### src/rtl/sram_req_arbiter.sv
// Round-robin arbiter sharing one serial SRAM port (chip-select + SPI frame) among NREQ requesters.
// Optional watchdog on the CS/SPI wait states is enabled by defining SRAM_ARB_TIMEOUT_EN.
module sram_req_arbiter #(
    parameter int NREQ    = 3,
    parameter int ADDR_W  = 24,
    parameter int DATA_W  = 16,
    parameter int FRAME_W = 8 + ADDR_W + DATA_W,
    parameter int TIMEOUT = 1024
) (
    input  logic                   clk,
    input  logic                   nrst,
    input  logic [NREQ-1:0]        req,
    input  logic [NREQ-1:0]        req_we,
    input  logic [NREQ*ADDR_W-1:0] req_addr,
    input  logic [NREQ*DATA_W-1:0] req_wdata,
    output logic [NREQ-1:0]        ack,
    output logic [DATA_W-1:0]      rdata,
    output logic                   busy,
    output logic                   cs_en,
    input  logic                   cs_done,
    input  logic                   spi_done,
    output logic [FRAME_W-1:0]     tx,
    input  logic [FRAME_W-1:0]     rx,
    output logic                   err
);

    localparam int IDX_W = (NREQ > 1) ? $clog2(NREQ) : 1;

    typedef enum logic [2:0] {
        IDLE     = 3'd0,
        START    = 3'd1,
        WAIT_CS  = 3'd2,
        WAIT_SPI = 3'd3,
        ACK      = 3'd4
    } state_t;

    state_t state_reg, state_next;

    logic [IDX_W-1:0]  rr_reg;
    logic [IDX_W-1:0]  grant_reg;
    logic              we_reg;
    logic [ADDR_W-1:0] addr_reg;
    logic [DATA_W-1:0] wdata_reg;
    logic [DATA_W-1:0] rdata_reg;

    logic [ADDR_W-1:0] addr_arr  [NREQ];
    logic [DATA_W-1:0] wdata_arr [NREQ];
    logic [NREQ-1:0]   grant_onehot;
    logic [IDX_W-1:0]  win_idx;
    logic              win_found;
    logic [FRAME_W-1:0] frame;
    logic              timeout_fire;

    genvar gi;
    generate
        for (gi = 0; gi < NREQ; gi++) begin : g_req
            assign addr_arr[gi]     = req_addr[gi*ADDR_W +: ADDR_W];
            assign wdata_arr[gi]    = req_wdata[gi*DATA_W +: DATA_W];
            assign grant_onehot[gi] = (grant_reg == IDX_W'(gi));
        end
    endgenerate

    // Search starts just after the last winner, so the previous grantee is lowest priority.
    always_comb begin
        int cand;
        cand      = 0;
        win_idx   = '0;
        win_found = 1'b0;
        for (int k = 1; k <= NREQ; k++) begin
            cand = (int'(rr_reg) + k) % NREQ;
            if (!win_found && req[IDX_W'(cand)]) begin
                win_found = 1'b1;
                win_idx   = IDX_W'(cand);
            end
        end
    end

    assign frame = we_reg ? {8'h02, addr_reg, wdata_reg}
                          : {8'h03, addr_reg, {DATA_W{1'b0}}};

`ifdef SRAM_ARB_TIMEOUT_EN
    localparam int CNT_W = $clog2(TIMEOUT + 1);

    logic [CNT_W-1:0] cnt_reg;
    logic             err_reg;

    // A spi_done arriving in the same cycle as the limit still counts as a normal completion.
    assign timeout_fire = ((state_reg == WAIT_CS) || (state_reg == WAIT_SPI && !spi_done))
                          && (cnt_reg == CNT_W'(TIMEOUT - 1));

    always_ff @(posedge clk or negedge nrst) begin
        if (!nrst) begin
            cnt_reg <= '0;
            err_reg <= 1'b0;
        end else begin
            if (state_reg == START)
                cnt_reg <= '0;
            else if (state_reg == WAIT_CS || state_reg == WAIT_SPI)
                cnt_reg <= cnt_reg + 1'b1;
            if (timeout_fire)
                err_reg <= 1'b1;
        end
    end

    assign err = err_reg;
`else
    assign timeout_fire = 1'b0;
    assign err          = 1'b0;
`endif

    // Upper frame bits carry opcode/address echo and are not needed.
    logic unused_bits;
    assign unused_bits = &{1'b0, rx[FRAME_W-1:DATA_W], (TIMEOUT > 0)};

    always_ff @(posedge clk or negedge nrst) begin
        if (!nrst)
            state_reg <= IDLE;
        else
            state_reg <= state_next;
    end

    always_comb begin
        state_next = state_reg;
        case (state_reg)
            IDLE:     if (win_found) state_next = START;
            START:    state_next = WAIT_CS;
            WAIT_CS: begin
                if (timeout_fire)
                    state_next = ACK;
                else if (cs_done)
                    state_next = WAIT_SPI;
            end
            WAIT_SPI: if (spi_done || timeout_fire) state_next = ACK;
            ACK:      state_next = IDLE;
            default:  state_next = IDLE;
        endcase
    end

    always_comb begin
        busy  = (state_reg != IDLE);
        cs_en = (state_reg == START);
        tx    = '0;
        ack   = '0;
        case (state_reg)
            START, WAIT_CS, WAIT_SPI: tx  = frame;
            ACK:                      ack = grant_onehot;
            default: ;
        endcase
    end

    always_ff @(posedge clk or negedge nrst) begin
        if (!nrst) begin
            rr_reg    <= IDX_W'(NREQ - 1);
            grant_reg <= '0;
            we_reg    <= 1'b0;
            addr_reg  <= '0;
            wdata_reg <= '0;
            rdata_reg <= '0;
        end else begin
            if (state_reg == IDLE && win_found) begin
                grant_reg <= win_idx;
                we_reg    <= req_we[win_idx];
                addr_reg  <= addr_arr[win_idx];
                wdata_reg <= wdata_arr[win_idx];
            end
            if (state_reg == WAIT_SPI && spi_done && !we_reg)
                rdata_reg <= rx[DATA_W-1:0];
            else if (timeout_fire && !we_reg)
                rdata_reg <= '0;
            if (state_reg == ACK)
                rr_reg <= grant_reg;
        end
    end

    assign rdata = rdata_reg;

endmodule

### config.mk
export PLATFORM = sky130hd
export DESIGN_NAME = sram_req_arbiter
export DESIGN_NICKNAME = d
export VERILOG_FILES = /design/src/rtl/sram_req_arbiter.sv
export SDC_FILE = /design/constraint.sdc
export NUM_CORES = 1
export LEC_CHECK = 0
export BUFFER_PORTS_ARGS = -buffer_cell sky130_fd_sc_hd__buf_2
export CORE_ASPECT_RATIO = 1.1
export CORE_UTILIZATION = 33
export DETAILED_ROUTE_END_ITERATION = 6
export GPL_TIMING_DRIVEN = 0
export HOLD_SLACK_MARGIN = 0.1
export PLACE_DENSITY = 0.65
export SLEW_MARGIN = 40
export SYNTH_ARGS = -nofsm -noshare
export SYNTH_HDL_FRONTEND = slang
export SYNTH_SLANG_ARGS = --single-unit
### constraint.sdc
create_clock -name clk -period 2.45 [get_ports clk]
set_input_delay 0.49 -clock clk [delete_from_list [all_inputs] [get_ports clk]]
set_output_delay 0.49 -clock clk [all_outputs]
set_load 0.005 [all_outputs]
==> results.yml <==
yosys:
  synthTopCellsByArea: "dfrtp_1 (36%), nand4_1 (12%), and3_1 (8.3%)"
  ys_ff_latch: 64
  synth_largest_area_cell: "dfrtp_1"
  ys_types: 44
  yosysMostFrequentCell: "nand4_1"
  yosysWarnings: 0
  netlist_area_sq_um: 4430
  async_reset_ff_share_pct: 100
  synthCells: 507
  synth_top_area_share_pct: 35.6
  avgSynthCellArea_sq_um: 8.73
  synthTopCellsByCount: "nand4_1 (82), dfrtp_1 (63), and3_1 (59)"
  synth_edf_count: 0
  synthFlopType: "dfrtp_1"
  synth_seq_area_share_pct: 36.2
finish:
  fillers: 1289
  final-seq-area_sq_um: 1600
  final_nets: 928
  multiInputGateArea_sq_um: 2600
  num_antenna_cells: 0
  syn2layout_area_growth_pct: 45.2
  post_route_cells_drive_above_1_share_pct: 46.3
  final_cell_area_sq_um: 6430
  largest_reg_flops: 24
global_route:
  grt_pass1_vias: 4969
  antenna_found_initial: 0
  grt.busiest_layer: "met2"
  grt_overflow: 0
  grt_use_met3_pct: 3.77
  met2_usage_pct: 40.6
  grt.total_usage_pct: 23.7
  grtUsageMet1_pct: 29.6
  grt_pass1_wl_um: 25500
  grt_max_degree: 39
timing:
  setup-violations-final: 0
  fin_worst_skew_ns: 0.00763
  clock.fmax_ghz: 0.410
  finalWorstSetupSlack_ns: 0.00908
  slew_headroom_pct: 64.9
  period_share_pct: 99.6
  period_needed_ns: 2.44
  rsz0062_at_grt: "yes"
  hold_viol_final: 0
  slew_viol_final: 0
  worst_pin_slew_ns: 0.525
drt:
  wl_per_cell_um: 18.3
  vias: 5141
  drt-pass1-iter-count: 5
  via_per_inst: 5.64
  drt-initial-drc-count: 373
  drt-total-wl_um: 16700
  drc: 0
  ant_nets: 0
die:
  die_x_um: 112
  dieArea_sq_um: 13900
  dieHeight_um: 123
  ios: 248
  core_sq_um: 13200
  start_util_pct: 33.7
  num_rows: 44
power_and_ir_drop:
  p_leak_nw: 3.22
  clockPowerShare_pct: 13.5
  p_comb_share_pct: 66.6
  p_per_area_nw_per_um2: 1480
  switching_share_pct: 47.3
  switchingPower_mw: 4.49
  ir_drop_mv: 0.572
  pwr-share-seq_pct: 19.9
  p_int_mw: 5.00
critical_path:
  crit_type: "reg -> reg"
  crit_arrival_ns: 2.64
  reg2reg_from: "rr_reg[1]"
  crit_path_start_kind: "flop"
  path_max_fanout: 10
  worstSetupStartpoint: "rr_reg[1]"
  cp-end-kind: "flop"
  cp.required_ns: 2.65
place:
  dpl_cell_area_sq_um: 5720
  port_buffers: 208
  place.gp.congestion: 0.862
  place_hpwl_um: 12100
  post-place-ws_ns: -0.539
clocking:
  clk_pin_slew_worst_paths_ns: 0.06
  htreeDepth: 3
  cts_tree: "yes"
  cts.sinks: 64
  cts_buffers: 9
  clockBufferDepth: 2
  clk_latency_ns: 0.33
  cts-root-buf: "clkbuf_16"
worst_hold_path:
  hold_class: "in -> reg"
  min-delay-start: "rx[7]"
run:
  cap_viol_max_count: 0
outcome:
  status: "completed"
path summary, 6_finish.rpt:
kind,end,slack (ns),cells after the start
setup / recovery,wdata_reg[1],0.009,9
hold / removal,rdata[7],0.39,2
setup reg to reg,wdata_reg[1],0.009,9
hold reg to reg,wdata_reg[13],0.47,2
max in group asynchronous,rr_reg[1],1.21,3
min in group asynchronous,rdata[7],0.63,2
layout by cell type (no fill, tap or decap), types with 3 or more instances in the layout:
cell type and count:
a21oi_1 5, and2_1 25, and3_1 59, buf_12 3, buf_2 218, buf_4 27, buf_6 10, buf_8 3
clkbuf_1 11, clkbuf_16 9, clkbuf_2 13, clkbuf_4 5, clkbuf_8 3, clkinv_2 3, conb_1 7, dfrtp_1 63
inv_1 5, mux2_2 18, nand2_1 47, nand3_1 41, nand3b_1 4, nand4_1 82, nor2_1 6, nor3_1 3
o2111ai_1 28, o2111ai_2 13, o211ai_1 3
area by class of cell:
class | count | area share, %
Sequential cell | 64 | 24.9
Clock buffer | 12 | 3.83
Timing Repair Buffer | 227 | 19.3
Multi-Input combinational cell | 373 | 40.4
Tap cell | 161 | 3.13
Clock inverter | 4 | 0.701
Buffer | 65 | 7.34
Inverter | 6 | 0.350
cell families after synthesis:
family | Yosys count | synth area share, %
other cells | 1 | 0.0847
simple gates | 281 | 35.8
flops | 64 | 36.2
mux | 21 | 5.54
buf+inv | 76 | 8.99
compound gates | 60 | 12.2
fa+ha+maj | 4 | 1.13
routing by layer:
layer / vias to the layer above / share of wire, %
met3: 38 / 7.2
li1: 2402 / -
met1: 2419 / 42
met5: - / 0
met2: 282 / 48
met4: 0 / 2.5
timing repair:
action	in CTS	in global routing
endpoints found under the setup margin	46	59
buffers inserted	11	5
pin swaps	1	22
gates cloned	1	0
hold buffers	1	0
endpoints found under the hold margin	26	0
gates resized for setup	42	71
power by group through the flow:
stage | sequential (mW) | combinational [mW] | clock (mW)
global route | 1.97 | 6.83 | 1.36
detailed placement | 1.89 | 5.34 | 0
floorplan | 1.83 | 3.53 | 0
finish | 1.89 | 6.31 | 1.28
CTS | 1.88 | 5.92 | 1.31
global placement | 1.86 | 5.26 | 0
worst max-delay path: stages (launching register included):
cell       delay, ns
dfstp_2         0.56
ha_4            0.21
buf_6           0.13
nand3b_1        0.15
o21ai_4         0.11
or4_4           0.60
buf_12          0.17
buf_6           0.14
o2111ai_1       0.11
nand4_1         0.13
per-stage QoR:
stage / TNS (ns) / hold WS, ns / util, % / instances / power, mW
after CTS: -1.92 / 0.384 / 47.5 / 910 / 9.11
final: 0 / 0.394 / 48.9 / 912 / 9.49
after floorplan: 0 / 0.194 / - / 513 / 5.36
after global routing: -1.16 / 0.389 / 48.9 / 912 / 10.2
after detailed placement: -16.44 / 0.440 / 43.4 / 883 / 7.23
after global placement: -17.24 / 0.454 / 43.3 / 882 / 7.12
(Power assumes the default switching activity.)
